File: config.mk
export PLATFORM = sky130hd
export DESIGN_NAME = packed_mac_accumulator
export DESIGN_NICKNAME = d
export VERILOG_FILES = /design/src/rtl/packed_mac_accumulator_pkg.sv /design/src/rtl/packed_mac_accumulator_lane.sv /design/src/rtl/packed_mac_accumulator.sv
export SDC_FILE = /design/constraint.sdc
export NUM_CORES = 1
export LEC_CHECK = 0
export CAP_MARGIN = 40
export CORE_MARGIN = 2
export CORE_UTILIZATION = 58
export CTS_CLUSTER_DIAMETER = 80
export DETAILED_ROUTE_END_ITERATION = 7
export GPL_ROUTABILITY_DRIVEN = 0
export HOLD_SLACK_MARGIN = 0.08
export PLACE_DENSITY = 0.82
export SLEW_MARGIN = 0
export SYNTH_ARGS = -nofsm -noshare
export SYNTH_HDL_FRONTEND = slang
export SYNTH_HIERARCHICAL = 1
export SYNTH_SLANG_ARGS = --single-unit
export TNS_END_PERCENT = 50
File: constraint.sdc
create_clock -name clk -period 4.7 [get_ports clk]
set_input_delay 1.175 -clock clk [delete_from_list [all_inputs] [get_ports clk]]
set_output_delay 1.175 -clock clk [all_outputs]
set_load 0.01 [all_outputs]
File: src/rtl/packed_mac_accumulator_pkg.sv
// Shared definitions for the packed MAC accumulator.
// Holds the lane layout of the packed product word, the lane split helper
// and the requantization function (round-half-up, arithmetic shift,
// saturate, optional ReLU).
package packed_mac_accumulator_pkg;

   localparam int M_WIDTH    = 32;
   localparam int LANE_WIDTH = 16;
   localparam int LANE0_LSB  = 0;
   localparam int LANE1_LSB  = 16;
   localparam int NUM_LANES  = 2;

   typedef struct packed {
      logic signed [LANE_WIDTH-1:0] lane1;
      logic signed [LANE_WIDTH-1:0] lane0;
   } lane_pair_t;

   function automatic lane_pair_t lane_split(input logic [M_WIDTH-1:0] m);
      lane_pair_t p;
      p.lane0 = m[LANE0_LSB +: LANE_WIDTH];
      p.lane1 = m[LANE1_LSB +: LANE_WIDTH];
      return p;
   endfunction

   // Works in a 64-bit domain so the rounding add can never overflow an
   // accumulator of up to 63 bits; caller truncates to its output width.
   function automatic logic signed [31:0] requant(input logic signed [63:0] sum,
                                                  input int shift,
                                                  input int d_width,
                                                  input logic relu);
      logic signed [63:0] t;
      logic signed [63:0] hi;
      logic signed [63:0] lo;
      t = sum;
      if (shift > 0) t = t + (64'sd1 <<< (shift - 1));
      t  = t >>> shift;
      hi = (64'sd1 <<< (d_width - 1)) - 64'sd1;
      lo = -(64'sd1 <<< (d_width - 1));
      if (t > hi)      t = hi;
      else if (t < lo) t = lo;
      if (relu && (t < 64'sd0)) t = 64'sd0;
      return t[31:0];
   endfunction

endpackage

File: src/rtl/packed_mac_accumulator_lane.sv
// mac_lane_requant: one signed lane of the accumulator.
// Ports:
//   clk, rst     clock, synchronous active-high reset
//   accept       beat accepted this cycle (never asserted while stalled)
//   first, last  beat is first / last of its run
//   req_load     move the sum stage through requant into d
//   lane         signed product lane
//   bias         signed bias, used only on a first beat
//   d            requantized output for this lane
module mac_lane_requant
   import packed_mac_accumulator_pkg::*;
#(
   parameter int LANE_W = 16,
   parameter int ACC_W  = 32,
   parameter int D_W    = 8,
   parameter int SHIFT  = 8,
   parameter int RELU   = 1
) (
   input  logic                     clk,
   input  logic                     rst,
   input  logic                     accept,
   input  logic                     first,
   input  logic                     last,
   input  logic                     req_load,
   input  logic signed [LANE_W-1:0] lane,
   input  logic signed [ACC_W-1:0]  bias,
   output logic        [D_W-1:0]    d
);

   logic signed [ACC_W-1:0] acc;
   logic signed [ACC_W-1:0] sum;
   logic signed [ACC_W-1:0] lane_x;
   logic signed [ACC_W-1:0] next;
   logic signed [31:0]      r;

   assign lane_x = {{(ACC_W-LANE_W){lane[LANE_W-1]}}, lane};
   // First beat restarts from bias, so a leftover acc never leaks into a new run.
   assign next   = (first ? bias : acc) + lane_x;
   assign r      = requant(64'(sum), SHIFT, D_W, RELU != 0);

   always_ff @(posedge clk) begin
      if (rst) begin
         acc <= '0;
         sum <= '0;
         d   <= '0;
      end else begin
         if (accept)          acc <= next;
         if (accept && last)  sum <= next;
         if (req_load)        d   <= r[D_W-1:0];
      end
   end

endmodule

File: src/rtl/packed_mac_accumulator.sv
// packed_mac_accumulator: splits a packed two-lane product word, accumulates
// each lane over a run (bias on the first beat), requantizes and emits the
// packed result on a valid/ready interface.
// Ports:
//   clk, rst          clock, synchronous active-high reset
//   m_i               packed product {lane1, lane0}
//   bias_i            {bias1, bias0}, sampled on a run's first beat
//   valid_i, last_i   beat valid, final beat of run
//   ready_o           beat accepted when valid_i & ready_o
//   d_o, valid_o      {lane1, lane0} result and its valid
//   ready_i           downstream accepts d_o
module packed_mac_accumulator
   import packed_mac_accumulator_pkg::*;
#(
   parameter int M_WIDTH    = 32,
   parameter int LANE_WIDTH = 16,
   parameter int ACC_WIDTH  = 32,
   parameter int D_WIDTH    = 8,
   parameter int SHIFT      = 8,
   parameter int RELU       = 1
) (
   input  logic                   clk,
   input  logic                   rst,
   input  logic [M_WIDTH-1:0]     m_i,
   input  logic [2*ACC_WIDTH-1:0] bias_i,
   input  logic                   valid_i,
   input  logic                   last_i,
   output logic                   ready_o,
   output logic [2*D_WIDTH-1:0]   d_o,
   output logic                   valid_o,
   input  logic                   ready_i
);

   logic       stall;
   logic       accept;
   logic       first;
   logic       sum_valid;
   logic       req_load;
   lane_pair_t lp;

   logic [NUM_LANES-1:0][LANE_WIDTH-1:0] lanes;
   logic [NUM_LANES-1:0][ACC_WIDTH-1:0]  biases;
   logic [NUM_LANES-1:0][D_WIDTH-1:0]    ds;

   assign stall    = valid_o & ~ready_i;
   assign ready_o  = ~stall;
   assign accept   = valid_i & ready_o;
   assign req_load = sum_valid & ~stall;

   assign lp     = lane_split(m_i);
   assign lanes  = {lp.lane1, lp.lane0};
   assign biases = bias_i;
   assign d_o    = ds;

   // Whole pipeline freezes on stall; otherwise each stage simply advances,
   // which gives 1 result/cycle and drops valid_o after a handshake.
   always_ff @(posedge clk) begin
      if (rst) begin
         first     <= 1'b1;
         sum_valid <= 1'b0;
         valid_o   <= 1'b0;
      end else if (!stall) begin
         sum_valid <= accept & last_i;
         valid_o   <= sum_valid;
         if (accept) first <= last_i;
      end
   end

   for (genvar g = 0; g < NUM_LANES; g++) begin : g_lane
      mac_lane_requant #(
         .LANE_W (LANE_WIDTH),
         .ACC_W  (ACC_WIDTH),
         .D_W    (D_WIDTH),
         .SHIFT  (SHIFT),
         .RELU   (RELU)
      ) u_lane (
         .clk      (clk),
         .rst      (rst),
         .accept   (accept),
         .first    (first),
         .last     (last_i),
         .req_load (req_load),
         .lane     (lanes[g]),
         .bias     (biases[g]),
         .d        (ds[g])
      );
   end

endmodule
==> key figures <==
Status
  – Status: completed

Routing
  – Initial DRC Count: 1146
  – # DRC: 0
  – First drt pass iteration count: 5
  – Vias: 11112
  – Post-route ant nets: 0
  – Wirelength, routed: 30.9 mm
  – Post-DR wirelength/cell: 18.0 um
  – DR vias/cell: 6.48

Timing
  – Hold_ws: 0.467 ns
  – Tmin final: 4.42 ns
  – RSZ-0062 raised after global routing: no
  – Setup total negative slack: 0 ns
  – Final Hold Fails: 0
  – FMAX: 0.226 GHz
  – Tcrit/Tclk final: 94.1%
  – Final setup fails: 0
  – Fin. max-slew vios: 0
  – Slew HR: 45.8%
  – Slew @ Worst Pin: 0.812 ns
  – Clk_skew: 0.0103 ns

GRT
  – Largest net degree at the start of global routing: 104
  – Total GRT Usage: 30.7%
  – First-pass GRT wire length: 50.6 mm
  – Remaining Overflow, GRT: 0
  – Initial antenna violation count: 1
  – Vias in the first global route: 10065

Synthesis
  – Ys async rst share: 0%
  – Syn Nets: 1569
  – Synthesized flop and latch total: 133
  – Synthesized cell area: 11000 um2
  – Post-synth EDFFs: 0
  – Seq/Total Area, Yosys: 24.3%
  – Post-synth top flop: dfxtp_1
  – Syn Area/Cell: 7.84 um2
  – Library cells used by synthesis: 69
  – Post-Synthesis Cells: 1400
  – YS warnings: 6

Floorplan
  – Die Width: 142 um
  – Die height: 142 um
  – Total core area: 18600 um2
  – Starting Density: 58.8%
  – Die Area: 20000 um2
  – Ports: 119
  – Num rows: 50

Finish
  – Leading cell type in the layout, fill and taps excluded: nor2_1
  – Most frequent cells in the layout: 140 x nor2_1, 132 x nand2_1, 132 x dfxtp_1, 117 x clkdlybuf4s50_1, 107 x a21oi_1
  – NumNets Final: 1635
  – Final non-filler cell total: 1714
  – Synthesis-to-layout area growth: 16.7%
  – Share of post-route cells with drive strength above 1: 8.99%

Min path
  – Worst Hold Class: register to register
  – Hold path startpoint: sum_valid$_SDFFE_PP0N_

CTS
  – CTS Root Cell: clkbuf_16
  – Worst-Skew Late Latency: 0.43 ns
  – Htree depth: 4
  – CTS max path bufs: 2
  – Inserted Clock Buffers: 17
  – Clock sinks: 133
  – Hold_buf cts: 0
  – Clk slew on worst S/H paths: 0.06 ns
  – CTS tree: built
  – Post_cts resized: 0
  – Setup Buffers After CTS: 0

Power
  – Leakage power total: 5.04 nW
  – Design Power: 4.14 mW
  – Power per Cell Area: 323 nW/um2
  – Peak supply drop: 0.273 mV

Worst setup path
  – Worst setup EP type: register
  – Worst R2R Setup Slack: 0.62 ns
  – Critical setup path kind: input port to register
  – Worst r2r src: first$_SDFFE_PP1P_
  – Critical Path AT: 4.79 ns
  – Worst-path fanout max: 4
  – Crit. Startpoint: bias_i[0]
  – Type of origin of the critical path: input port
  – Worst path required time: 5.07 ns

Place
  – Placed Instances: 1681
  – Port bufs: 118
  – DP HPWL: 22.3 mm

Flow run
  – Max-cap violations: 0
[stage by stage]
stage | area (um2) | util, % | setup slack [ns]
after floorplan | 11000 | - | 1.06
after global placement | 12200 | 65.6 | 0.186
after detailed placement | 12200 | 65.6 | 0.0610
after CTS | 12800 | 68.7 | 0.381
after global routing | 12800 | 68.7 | 0.102
final | 12800 | 68.7 | 0.276
[synthesized netlist by cell type (all sizes together), types with 32 or more instances]
master	count	area, um2
nor2	140	526
xnor2	36	315
ha	66	826
o21ai	53	265
nand3	53	265
clkbuf	66	248
mux2	60	676
a211oi	40	300
nand2	132	495
nor3	34	170
mux2i	42	420
inv	34	128
dfxtp	133	2660
a21o	42	315
a21oi	108	544
xor2	32	280
[critical path: stages]
cell and delay (ns):
clkdlybuf4s50_1 0.45, mux2_2 0.14, ha_1 0.19, inv_1 0.07, fa_1 0.38, nor2b_1 0.20, o211ai_1 0.20, a2111oi_0 0.74
a211oi_1 0.17, o21ai_1 0.33, a21oi_1 0.18, or4_1 0.48, nand3_1 0.09
[where the power goes]
group,internal (mW),leakage [nW],switching (mW)
combinational,0.637,3.67,0.806
sequential,1.26,1.09,0.142
clock,0.745,0.277,0.550
total,2.64,5.04,1.50
[state kept, by name, indices dropped and copies added, names as in the netlist]
register           flops
g_lane.u_lane/sum     50
first                  1
g_lane.u_lane/d       16
valid_o                1
g_lane.u_lane/acc     64
sum_valid              1
[per-layer routing]
metal / track usage [%] / share of wire (%)
met2: 48.4 / 45
met3: 5.16 / 8.7
met1: 42.9 / 45
met5: 0 / 0
met4: 9.53 / 2.1
[final cells by class]
| type | count | area [um2] |
|---|---|---|
| inverters | 34 | 128 |
| diodes | 1 | 2.50 |
| clock inverters | 14 | 126 |
| fillers | 1537 | 5840 |
| flip-flops and latches | 133 | 2660 |
| repair buffers | 137 | 1330 |
| multi-input cells | 1143 | 7820 |
| clock buffers | 18 | 439 |
| well taps | 234 | 293 |
[cells by family (layout without fill, tap and decap cells)]
group / Yosys count / count (layout) / synth area share (%)
AOI/OAI and AO/OA: 378 / 378 / 22.9
and+or+nand+nor: 527 / 527 / 25.0
adders and majority gates: 68 / 68 / 7.89
other: 0 / 1 / 0
xor gates and xnor gates: 68 / 68 / 5.43
DFF: 133 / 133 / 24.3
muxes: 102 / 102 / 9.99
buffers and inverters: 124 / 203 / 4.49
[final timing paths]
check        cells past startpoint                                    end
max                             13  g_lane[0].u_lane/sum[26]$_SDFFE_PP0P_
min                              2                   valid_o$_SDFFE_PP0N_
max reg2reg                     11  g_lane[0].u_lane/sum[26]$_SDFFE_PP0P_
min reg2reg                      2                   valid_o$_SDFFE_PP0N_
Note: power is estimated with default switching activity, not from simulation.
